**src/rtl/msm_slot_pkg.sv**
```systemverilog
// Shared slot-tracking definitions for the MSM pipeline.
// Slot count default, derived ID width and the slot ID type.
package msm_slot_pkg;

  localparam int SLOT_N   = 16;
  localparam int SLOT_IDW = $clog2(SLOT_N);

  typedef logic [SLOT_IDW-1:0] slot_id_t;

endpackage

```
**src/rtl/lowest_zero_onehot.sv**
```systemverilog
// Lowest-zero priority finder: one-hot mask of the lowest clear bit in i_vec.
// An all-ones input yields an all-zero mask.
module lowest_zero_onehot #(
  parameter int N = 16
) (
  input  logic [N-1:0] i_vec,
  output logic [N-1:0] o_onehot
);

  localparam logic [N-1:0] ONE = N'(1);

  // Adding one ripples through the trailing ones and sets the lowest zero.
  assign o_onehot = ~i_vec & (i_vec + ONE);

endmodule

```
**src/rtl/onehot2bin.sv**
```systemverilog
// One-hot to binary encoder; an all-zero input encodes to 0.
module onehot2bin #(
  parameter int N   = 16,
  parameter int IDW = $clog2(N)
) (
  input  logic [N-1:0]   i_onehot,
  output logic [IDW-1:0] o_bin
);

  always_comb begin
    o_bin = '0;
    for (int i = 0; i < N; i++) begin
      if (i_onehot[i]) begin
        o_bin = o_bin | IDW'(i);
      end else begin
        o_bin = o_bin;
      end
    end
  end

endmodule

```
**src/rtl/slot_freelist.sv**
```systemverilog
// Slot free-list: offers the lowest free slot ID over valid/ready and
// takes releases from the completion side; tracks occupancy and illegal releases.
module slot_freelist
  import msm_slot_pkg::*;
#(
  parameter  int N   = SLOT_N,
  localparam int IDW = $clog2(N)
) (
  input  logic           clk,
  input  logic           rst,
  output logic           alloc_valid,
  output logic [IDW-1:0] alloc_id,
  input  logic           alloc_ready,
  input  logic           rel_valid,
  input  logic [IDW-1:0] rel_id,
  output logic [IDW:0]   busy_cnt,
  output logic           full,
  output logic           empty,
  output logic           err
);

  localparam logic [N-1:0] ONE  = N'(1);
  localparam logic [IDW:0] FULL = (IDW+1)'(N);

  logic [N-1:0]   r_busy;
  logic           r_offer_v;
  logic [IDW-1:0] r_offer_id;
  logic [IDW:0]   r_cnt;
  logic           r_full;
  logic           r_empty;
  logic           r_err;

  logic           w_acc;
  logic           w_rel_ok;
  logic           w_hold;
  logic [N-1:0]   w_acc_oh;
  logic [N-1:0]   w_rel_oh;
  logic [N-1:0]   w_busy_n;
  logic [N-1:0]   w_low_oh;
  logic [IDW-1:0] w_low_id;
  logic           w_any_free;
  logic [IDW:0]   w_cnt_n;

  // The offered slot is not yet busy, so releasing it is rejected here too.
  assign w_acc      = r_offer_v & alloc_ready;
  assign w_rel_ok   = rel_valid & r_busy[rel_id];
  assign w_hold     = r_offer_v & ~w_acc;
  assign w_acc_oh   = w_acc    ? (ONE << r_offer_id) : '0;
  assign w_rel_oh   = w_rel_ok ? (ONE << rel_id)     : '0;
  assign w_busy_n   = (r_busy | w_acc_oh) & ~w_rel_oh;
  assign w_any_free = |(~w_busy_n);
  assign w_cnt_n    = r_cnt + {{IDW{1'b0}}, w_acc} - {{IDW{1'b0}}, w_rel_ok};

  lowest_zero_onehot #(
    .N(N)
  ) u_lowest_zero (
    .i_vec   (w_busy_n),
    .o_onehot(w_low_oh)
  );

  onehot2bin #(
    .N  (N),
    .IDW(IDW)
  ) u_enc (
    .i_onehot(w_low_oh),
    .o_bin   (w_low_id)
  );

  // Occupancy bitmap and the counter with its registered full/empty flags.
  always_ff @(posedge clk) begin
    if (rst) begin
      r_busy  <= '0;
      r_cnt   <= '0;
      r_full  <= 1'b0;
      r_empty <= 1'b1;
    end else begin
      r_busy  <= w_busy_n;
      r_cnt   <= w_cnt_n;
      r_full  <= (w_cnt_n == FULL);
      r_empty <= (w_cnt_n == '0);
    end
  end

  // A pending offer stays frozen until taken, even if a lower slot frees up.
  always_ff @(posedge clk) begin
    if (rst) begin
      r_offer_v  <= 1'b0;
      r_offer_id <= '0;
    end else if (w_hold) begin
      r_offer_v  <= r_offer_v;
      r_offer_id <= r_offer_id;
    end else begin
      r_offer_v  <= w_any_free;
      r_offer_id <= w_low_id;
    end
  end

  // Sticky illegal-release flag, cleared only by reset.
  always_ff @(posedge clk) begin
    if (rst) begin
      r_err <= 1'b0;
    end else if (rel_valid & ~w_rel_ok) begin
      r_err <= 1'b1;
    end else begin
      r_err <= r_err;
    end
  end

  assign alloc_valid = r_offer_v;
  assign alloc_id    = r_offer_id;
  assign busy_cnt    = r_cnt;
  assign full        = r_full;
  assign empty       = r_empty;
  assign err         = r_err;

endmodule

```
**config.mk**
```make
export PLATFORM = sky130hd
export DESIGN_NAME = slot_freelist
export DESIGN_NICKNAME = d
export VERILOG_FILES = /design/src/rtl/msm_slot_pkg.sv /design/src/rtl/lowest_zero_onehot.sv /design/src/rtl/onehot2bin.sv /design/src/rtl/slot_freelist.sv
export SDC_FILE = /design/constraint.sdc
export NUM_CORES = 1
export LEC_CHECK = 0
export BUFFER_PORTS_ARGS = -buffer_cell sky130_fd_sc_hd__buf_4
export CAP_MARGIN = 20
export CORE_MARGIN = 2
export CORE_UTILIZATION = 53
export DETAILED_ROUTE_END_ITERATION = 8
export PLACE_DENSITY = 0.76
export RECOVER_POWER = 100
export REMOVE_ABC_BUFFERS = 1
export SLEW_MARGIN = 30
export SYNTH_ARGS = -nofsm -noshare
export SYNTH_HDL_FRONTEND = slang
export SYNTH_SLANG_ARGS = --single-unit
export TNS_END_PERCENT = 1
```
**constraint.sdc**
```tcl
create_clock -name clk -period 3.1 [get_ports clk]
set_input_delay 0.31 -clock clk [delete_from_list [all_inputs] [get_ports clk]]
set_output_delay 0.31 -clock clk [all_outputs]
set_load 0.05 [all_outputs]
```
==> results of run 1 <==
-- routing by layer --
layer | share of wire, % | wire length, µm
met3 | 5.4 | 286
met4 | 1.6 | 87
met1 | 44 | 2360
met5 | 0 | 0
met2 | 48 | 2570
-- layout make-up --
class | count | area, µm²
Tap cell | 48 | 60.1
Clock buffer | 6 | 82.6
Fill cell | 330 | 1200
Clock inverter | 1 | 7.51
Sequential cell | 29 | 582
Inverter | 10 | 40.0
Timing Repair Buffer | 46 | 300
Multi-Input combinational cell | 172 | 1340
-- power by group --
| group | switching [mW] | leakage (nW) | internal (mW) | total (mW) |
|---|---|---|---|---|
| logic | 0.234 | 0.647 | 0.166 | 0.400 |
| registers | 0.0237 | 0.237 | 0.402 | 0.426 |
| clock network | 0.140 | 0.0433 | 0.175 | 0.315 |
| total | 0.397 | 0.927 | 0.744 | 1.14 |
-- worst paths after layout --
kind | endpoint | slack (ps)
max | full$_SDFF_PP0_ | 10
min | err$_SDFFE_PP0P_ | 340
max reg2reg | full$_SDFF_PP0_ | 10
min reg2reg | err$_SDFFE_PP0P_ | 480
-- cells by family (layout without fill, tap and decap cells) --
group | count (synthesis) | count (layout) | share of synthesized area, %
flops | 29 | 29 | 29.7
xor+xnor | 4 | 4 | 1.80
simple gates | 92 | 92 | 27.4
mux | 10 | 10 | 8.46
compound gates | 60 | 60 | 23.4
fa+ha+maj | 6 | 6 | 4.23
buf+inv | 21 | 63 | 5.00
-- registers in the layout (all words and copies together), names as in the netlist --
register	flops
empty	1
err	1
alloc_id	4
r_busy	16
busy_cnt	5
alloc_valid	1
full	1
-- timing repair --
action / 4_1_cts / 5_1_grt
endpoints found under the setup margin: 3 / 3
pin swaps: 6 / 4
setup buffers: 2 / 0
resized for setup: 12 / 5
-- critical path, stage by stage, from the launching register on --
cell and delay, ps:
dfxtp_2 330, mux4_2 480, mux4_2 500, and2_4 170
ha_4 260, inv_4 30, ha_4 150, inv_2 50
fa_2 210, inv_2 30, a21o_1 190, a21oi_2 170
xnor2_2 90, or2_4 260, nor2b_4 110
-- placed cells by master, fill, tap and decap left out, types with 4 or more instances in the layout --
cell type,count
o21ai_0,4
a21oi_1,10
a311oi_1,4
nand2_1,17
mux4_2,5
nor3_1,6
clkbuf_8,6
nor2b_1,6
nor2_1,23
clkbuf_1,12
a31oi_1,4
dfxtp_1,28
a21o_1,4
buf_4,34
inv_1,7
o22ai_1,5
nand3_1,7
-- metrics by stage --
stage / worst slack (ps) / power [mW]
5_1_grt: -103 / 1.20
6_report: 11.8 / 1.14
3_3_place_gp: -274 / 0.769
2_1_floorplan: -40.6 / 0.649
4_1_cts: 3.01 / 1.14
3_5_place_dp: -386 / 0.776
==> summary.txt, run 1 <==
Synth
  • Cell area after synthesis: 0.00195 mm²
  • EDFF count, synth: 0
  • Sequential fraction of the synthesis area: 29.7%
  • Commonest cells in the netlist: dfxtp_1 (29), nor2_1 (23), nand2_1 (17)
  • Avg Inst Size Synth: 8.79 µm²
  • Top_reg_cell synth: dfxtp_1
  • Cell count after synthesis: 222
  • Post-synth ARST share: 0%
  • Top-count cell post-synth: dfxtp_1
  • Synth area leaders: dfxtp_1 (30%), mux4_2 (5.8%), nor2_1 (4.4%)
  • Synth area leader: dfxtp_1
  • Share of the synthesized area in the top cell type: 29.7%
  • Ys Warns: 0
  • Synth cell types: 66
  • Seq cells post-synth: 29

STA
  • Final setup fails: 0
  • Unrepaired setup endpoints after global routing: yes
  • Min Tclk post-route: 3090 ps
  • Final period util: 99.6%
  • Setup TNS: 0 ps
  • Worst slew margin: 58.4%
  • Worst-margin pin slew: 624 ps
  • Hold Fails Final Rpt: 0
  • Fmax: 324 MHz
  • Max Slew Vio Count: 0
  • Worst hold margin: 342 ps
  • Final Skew: 11.2 ps

Global route
  • Met2 Use GR: 44.9%
  • First-pass GRT wire length: 9.04 mm
  • Initial antenna violation count: 0
  • Number of global-route vias before repair: 1863
  • Met1 usage: 39.0%
  • Largest net degree at the start of global routing: 29
  • Grt peak-use layer: met2
  • GRT Residual Overflow: 0
  • Met3 Usage GRT: 5.03%
  • GRT Total Usage: 28.4%

Finish
  • P&R area growth vs syn: 23.3%
  • Final net count: 278
  • Fin area: 0.00241 mm²
  • Finished Core Util: 66.8%
  • ANT cells: 0
  • Post-route insts no fill: 312
  • Share of layout cells above drive strength 1: 28.0%

Routing
  • Pre-Repair DR Iteration Count: 4
  • DR WL/cell: 17.0 µm
  • Initial DRC Count: 169
  • Via count: 1885
  • Mean number of vias per cell: 6.04
  • Routed Antenna Nets: 0
  • Routed WL: 5.30 mm
  • # DRC: 0

Clock network
  • TritonCTS clock tree: built
  • Longest Clk Path Bufs: 2
  • Hold_buf cts: 0
  • Clk pin slew, worst setup/hold paths: 70 ps
  • H-tree depth: 2
  • Num CTS Buffers: 5
  • Clock Latency Late Sink: 280 ps
  • Root Driver: clkbuf_8
  • Clk sinks: 29

Placed design
  • I/O Buffers: 20
  • RD Place Congestion: 0.948
  • Cell area after placement: 0.00228 mm²
  • Placed Cells: 303
  • Post-DP HPWL: 4.02 mm

Floorplan
  • Die Area: 0.00418 mm²
  • Cell Rows: 22
  • Starting Density: 54.1%
  • Die Span X: 64.7 µm
  • Die H: 64.7 µm
  • Core Footprint: 0.00361 mm²
  • I/O pin count: 21

Worst hold path
  • Worst hold path type: in -> reg
  • HP Start: rel_valid
  • WHS Path Cells: 3

Power
  • Pwr dens: 474 mW/mm²
  • Leak pwr: 0.927 nW
  • Max VDD drop: 0.000482 V

Setup path
  • Critical-path maximum fanout: 2
  • Reg2reg path depth: 14
  • Crit path kind: reg -> reg
  • RR Startpoint: r_busy[3]$_SDFF_PP0_
  • Crit. End Element: flop
  • Required @ worst endpoint: 3320 ps
  • CP arrival: 3310 ps
  • CP Launch Point: r_busy[3]$_SDFF_PP0_
  • Startpoint types: flop

Run status
  • Status: complete, no violations

Run
  • Max Cap Viol: 0
Note: power is estimated with default switching activity, not from simulation.
==> run 2: changes to the inputs <==
--- a/config.mk
+++ b/config.mk
@@ -9,6 +9,7 @@
 export CAP_MARGIN = 20
 export CORE_MARGIN = 2
 export CORE_UTILIZATION = 53
+export CTS_CLUSTER_SIZE = 16
 export DETAILED_ROUTE_END_ITERATION = 8
 export PLACE_DENSITY = 0.76
 export RECOVER_POWER = 100
==> constraint.sdc (replaced) <==
create_clock -name clk -period 3.1 [get_ports clk]
set_input_delay 0 -clock clk [delete_from_list [all_inputs] [get_ports clk]]
set_output_delay 0 -clock clk [all_outputs]
set_load 0.05 [all_outputs]
==> run 2 against run 1 <==
Combinational power down 12%; highest routed layer unchanged; routed wire length down 3.5%; total power down 5.2%; largest cell class unchanged.
==> summary.txt, run 2 (synthesized netlist as in run 1, its figures left out) <==
Run status
  • Status: complete, no violations

Floorplan
  • Die Area: 0.00418 mm² (unchanged)
  • Cell Rows: 22 (unchanged)
  • I/O pin count: 21 (unchanged)
  • Starting Density: 54.1% (unchanged)
  • Die H: 64.7 µm (unchanged)
  • Core Footprint: 0.00361 mm² (unchanged)
  • Die Span X: 64.7 µm (unchanged)

Setup path
  • Delay-heaviest family, CP: multiplexers
  • Crit-path cells: mux4_2 > mux4_2 > and2_4 > ha_4 > inv_2 > ha_4 > inv_2 > fa_2 > inv_2 > a21o_1 > a21oi_2 > xnor2_2 > or2_4 > nor2b_1
  • Buf/Inv on CP: 3 (unchanged)
  • Critical-path maximum fanout: 2 (unchanged)
  • Slowest cell on crit path: mux4_2
  • Required @ worst endpoint: 3330 ps (about the same)
  • Most frequent CP cell: inv_2
  • Critical Path Max Stage Delay: 510 ps (about the same)
  • Crit. End Element: flop
  • Startpoint types: flop
  • Crit path kind: reg -> reg
  • CP arrival: 3320 ps (about the same)

Finish
  • ANT cells: 0 (unchanged)
  • Top reg by flops: r_busy
  • Most common cell after layout, fill and taps aside: buf_4
  • Share of layout cells above drive strength 1: 26.1% (-1.9 points)
  • Final net count: 277 (-0.36%)
  • Largest register FFs: 16 (unchanged)
  • Post-route insts no fill: 312 (unchanged)
  • Finished Core Util: 65.8% (-1.0 points)
  • Fillers: 329 (-0.30%)
  • Footprint of the multi-input gates: 0.00132 mm² (-1.0%)
  • FF/Latch Area: 583 µm² (+0.22%)
  • P&R area growth vs syn: 21.5%
  • Commonest non-fill, non-tap cells in the layout: buf_4 (32), dfxtp_1 (27), nor2_1 (23)

STA
  • Max Slew Vio Count: 0 (unchanged)
  • Worst-margin pin slew: 769 ps (+145 ps)
  • Final period util: 99.9% (+0.29 points)
  • Min Tclk post-route: 3100 ps (+9.04 ps)
  • Final Skew: 3.48 ps (-7.76 ps)
  • Unrepaired setup endpoints after global routing: yes
  • Fmax: 323 MHz (-0.29%)
  • Hold Fails Final Rpt: 0 (unchanged)
  • Worst slew margin: 48.7% (-9.6 points)
  • Worst hold margin: 20.5 ps (-322 ps)
  • Setup ws final: 2.71 ps (-9.04 ps)
  • Final setup fails: 0 (unchanged)

Power
  • Pwr dens: 456 mW/mm² (-3.7%)
  • Max VDD drop: 0.000444 V (-7.9%)
  • Leak pwr: 0.910 nW (-1.8%)
  • Overall power: 1.08 mW (-5.2%)

Global route
  • First-pass GRT wire length: 8.29 mm (-8.3%)
  • GRT Residual Overflow: 0 (unchanged)
  • GRT Total Usage: 26.2% (-2.2 points)
  • Largest net degree at the start of global routing: 29 (unchanged)
  • Number of global-route vias before repair: 1739 (-6.7%)
  • Initial antenna violation count: 0 (unchanged)

Placed design
  • Placed Cells: 303 (unchanged)
  • RD Place Congestion: 0.915 (-3.5%)
  • I/O Buffers: 20 (unchanged)
  • Dpl ws: -141 ps (+245 ps)
  • Post-DP HPWL: 3.79 mm (-5.6%)

Routing
  • # DRC: 0 (unchanged)
  • Pre-Repair DR Iteration Count: 4 (unchanged)
  • Mean number of vias per cell: 6.12 (+1.3%)
  • Via count: 1910 (+1.3%)
  • DR WL/cell: 16.4 µm (-3.5%)
  • Initial DRC Count: 189 (+12%)
  • Routed Antenna Nets: 0 (unchanged)
  • Routed WL: 5.11 mm (-3.5%)

Clock network
  • Longest Clk Path Bufs: 2 (unchanged)
  • Clk sinks: 29 (unchanged)
  • TritonCTS clock tree: built
  • Clock Latency Late Sink: 290 ps (about the same)
  • Hold_buf cts: 0 (unchanged)
  • Clk pin slew, worst setup/hold paths: 60 ps (about the same)
  • H-tree depth: 2 (unchanged)
  • Num CTS Buffers: 5 (unchanged)
  • Root Driver: clkbuf_8

Run
  • Max Cap Viol: 0 (unchanged)

Worst hold path
  • Worst hold path type: in -> reg
[run 2: cell type report]
class	instances	share of cell area, %
clock buffer	8	3.38
inverter	10	1.58
multi-input combinational	172	55.7
sequential	29	24.6
tap	48	2.53
timing repair buffer	45	12.2
[run 2: worst reg2reg max path: stages (launching register included)]
cell     delay [ps]
dfxtp_2         320
mux4_2          500
mux4_2          510
and2_4          190
ha_4            260
inv_2            40
ha_4            150
inv_2            50
fa_2            210
inv_2            30
a21o_1          170
a21oi_2         170
xnor2_2         100
or2_4           250
nor2b_1          90
[run 2: through the flow]
step | instance area (µm²) | setup TNS [ps]
floorplan | 1890 | -40.6
global placement | 2280 | -107
detailed placement | 2280 | -269
CTS | 2400 | 0
global route | 2370 | -182
finish | 2370 | 0
[run 2: worst paths after layout]
kind,depth (start not counted),from,end,slack (ps)
setup / recovery,14,r_busy[2]$_SDFF_PP0_,full$_SDFF_PP0_,3
hold / removal,3,rel_valid,err$_SDFFE_PP0P_,20
setup reg to reg,14,r_busy[2]$_SDFF_PP0_,full$_SDFF_PP0_,3
hold reg to reg,2,err$_SDFFE_PP0P_,err$_SDFFE_PP0P_,500
[run 2: where the power goes]
group          leakage, nW  switching, mW  internal (mW)
clock               0.0395          0.143          0.159
sequential           0.237         0.0249          0.403
combinational        0.633          0.213          0.138
total                0.910          0.381          0.700
[run 2: repair_timing]
| item | CTS | global route |
|---|---|---|
| gates resized for setup | 8 | 6 |
| endpoints found under the setup margin | 3 | 3 |
| pin swaps | 4 | 7 |
| buffers inserted | 1 | 0 |
[run 2: routing by layer]
layer  vias up  wire length (µm)  track usage (%)
met5         -                 0                0
met4         0               104             8.78
met3        11               375             6.94
met2        70              2330             40.1
met1       907              2300             35.7
li1        922                 -                -
==> run 3: changes to the inputs <==
--- a/config.mk
+++ b/config.mk
@@ -5,13 +5,13 @@
 export SDC_FILE = /design/constraint.sdc
 export NUM_CORES = 1
 export LEC_CHECK = 0
-export BUFFER_PORTS_ARGS = -buffer_cell sky130_fd_sc_hd__buf_4
 export CAP_MARGIN = 20
 export CORE_MARGIN = 2
-export CORE_UTILIZATION = 53
+export CORE_UTILIZATION = 57
 export CTS_CLUSTER_SIZE = 16
 export DETAILED_ROUTE_END_ITERATION = 8
-export PLACE_DENSITY = 0.76
+export DONT_BUFFER_PORTS = 1
+export PLACE_DENSITY = 0.75
 export RECOVER_POWER = 100
 export REMOVE_ABC_BUFFERS = 1
 export SLEW_MARGIN = 30
==> run 3 against run 2 <==
The flow now finishes with violations (negative hold slack); count of clock-buffer cells in the layout shrank 2; register-to-register slack barely moved; total power increased by 1.8%; final area fell by 2.8%; sequential share of layout area rose by 0.71 points; flip-flop and latch count unchanged; first-iteration DRC count down 19%; fmax barely moved; routed wire length increased by 7.9%; sequential power is 20% higher; largest cell class unchanged; largest power group unchanged.
==> summary.txt, run 3 (synthesized netlist as in run 1, its figures left out) <==
Run status
  • Status: finished, violations left
  • Failing checks: negative hold slack

STA
  • Max Slew Vio Count: 0 (unchanged)
  • Final Skew: 14.0 ps (+10.5 ps)
  • Setup TNS: 0 ps (unchanged)
  • Fmax: 323 MHz (about the same)
  • Worst slew margin: 49.5% (+0.80 points)
  • Unrepaired setup endpoints after global routing: yes
  • Final period util: 100% (about the same)
  • Hold Fails Final Rpt: 1 (+1)
  • Min Tclk post-route: 3100 ps (+1.35 ps)
  • Final setup fails: 0 (unchanged)
  • Worst hold margin: -4.69 ps (-25.1 ps)
  • Worst-margin pin slew: 757 ps (-12.0 ps)

Routing
  • DR WL/cell: 18.8 µm (+15%)
  • Mean number of vias per cell: 6.49 (+6.0%)
  • # DRC: 0 (unchanged)
  • Routed WL: 5.52 mm (+7.9%)
  • Via count: 1907 (-0.16%)
  • Pre-Repair DR Iteration Count: 4 (unchanged)
  • Initial DRC Count: 153 (-19%)
  • Routed Antenna Nets: 0 (unchanged)

Setup path
  • Required @ worst endpoint: 3390 ps (+60 ps)
  • CP arrival: 3390 ps (+70 ps)
  • Crit. End Element: flop
  • R2R Setup Slk: 1 ps (about the same)
  • Critical-path maximum fanout: 2 (unchanged)
  • Crit path kind: reg -> reg
  • Startpoint types: flop

Floorplan
  • Cell Rows: 21 (-4.5%)
  • I/O pin count: 21 (unchanged)
  • Die Area: 0.00391 mm² (-6.6%)
  • Die H: 62.5 µm (-3.4%)
  • Starting Density: 59.0% (+4.8 points)
  • Die Span X: 62.5 µm (-3.4%)
  • Core Footprint: 0.00331 mm² (-8.2%)

Power
  • Pwr dens: 478 mW/mm² (+4.7%)
  • Leak pwr: 0.872 nW (-4.2%)
  • Max VDD drop: 0.000387 V (-13%)

Global route
  • Largest net degree at the start of global routing: 29 (unchanged)
  • First-pass GRT wire length: 9.13 mm (+10%)
  • GRT Total Usage: 29.4% (+3.3 points)
  • GRT Residual Overflow: 0 (unchanged)
  • Number of global-route vias before repair: 1908 (+9.7%)
  • Initial antenna violation count: 0 (unchanged)

Finish
  • ANT cells: 0 (unchanged)
  • FF/Latch Area: 583 µm² (unchanged)
  • Commonest non-fill, non-tap cells in the layout: dfxtp_1 (27), nor2_1 (23), buf_4 (21)
  • Final net count: 261 (-5.8%)
  • Share of layout cells above drive strength 1: 25.0% (-1.1 points)
  • Fin area: 0.00230 mm² (-2.8%)
  • Largest register FFs: 16 (unchanged)
  • Fillers: 273 (-17%)
  • Top reg by flops: r_busy
  • Footprint of the multi-input gates: 0.00132 mm² (+0.19%)
  • P&R area growth vs syn: 18.1%
  • Most common cell after layout, fill and taps aside: dfxtp_1

Clock network
  • H-tree depth: 2 (unchanged)
  • Clk pin slew, worst setup/hold paths: 110 ps (+50 ps)
  • TritonCTS clock tree: built
  • Clk sinks: 29 (unchanged)
  • Num CTS Buffers: 5 (unchanged)
  • Clock Latency Late Sink: 350 ps (+60 ps)
  • Root Driver: clkbuf_4
  • Longest Clk Path Bufs: 2 (unchanged)

Worst hold path
  • Worst hold path type: in -> reg

Run
  • Max Cap Viol: 0 (unchanged)

Placed design
  • Cell area after placement: 0.00212 mm² (-7.0%)
  • RD Place Congestion: 0.937 (+2.4%)
  • Post-DP HPWL: 3.95 mm (+4.2%)
  • I/O Buffers: 0 (-100%)
==> run 3: layer usage <==
metal / GRT usage [%] / vias to the layer above / part of all wire [%]
met3: 7.21 / 17 / 8.8
met5: 0 / - / 0
met1: 36.7 / 894 / 40
met2: 48.0 / 108 / 49
li1: - / 888 / -
met4: 13.6 / 0 / 2.2
==> run 3: worst paths after layout <==
path | startpoint | end | cells past startpoint
worst min-delay path | rel_id[0] | r_busy[15]$_SDFF_PP0_ | 3
worst max register to register | r_busy[3]$_SDFF_PP0_ | full$_SDFF_PP0_ | 14
worst max-delay path | r_busy[3]$_SDFF_PP0_ | full$_SDFF_PP0_ | 14
worst min register to register | r_busy[2]$_SDFF_PP0_ | r_busy[2]$_SDFF_PP0_ | 2
==> run 3: per-stage QoR <==
| stage | hold WS (ps) | total power [mW] | util (%) | std cells | setup WS [ps] |
|---|---|---|---|---|---|
| 5_1_grt | 19.2 | 1.15 | 69.6 | 294 | -89.9 |
| 4_1_cts | 3.89 | 1.08 | 69.7 | 294 | 4.96 |
| 6_report | -4.69 | 1.10 | 69.6 | 294 | 1.36 |
| 3_5_place_dp | 76.8 | 0.699 | 64.1 | 280 | -190 |
| 2_1_floorplan | 66.7 | 0.649 | - | 211 | -40.6 |
| 3_3_place_gp | 73.9 | 0.690 | 64.1 | 280 | -76.0 |
==> run 3: what timing repair did <==
action	4_1_cts	5_1_grt
pin swaps	6	1
gates resized for setup	11	3
hold endpoints to repair	29	0
setup endpoints to repair	3	3
setup buffers	1	0
hold buffers	5	0
==> run 3: final cells by class <==
class	count	area share (%)
clock buffer	6	2.23
clock inverter	2	1.63
inverter	10	1.63
multi-input combinational	172	57.4
sequential	29	25.3
tap	46	2.50
timing repair buffer	29	9.28
==> run 3: power by group <==
part / switching, mW / internal (mW) / leakage [nW]
Sequential: 0.112 / 0.402 / 0.237
Combinational: 0.115 / 0.134 / 0.590
Clock: 0.147 / 0.192 / 0.0445
==> run 3: critical path: stages (launching register included) <==
cell     delay [ps]
dfxtp_2         340
mux4_2          520
mux4_2          520
and2_4          170
ha_4            200
inv_2            60
ha_4            130
inv_2            30
fa_2            350
inv_2            60
a21o_1          110
a21oi_2          60
xnor2_2         140
or2_4           260
nor2b_1          90
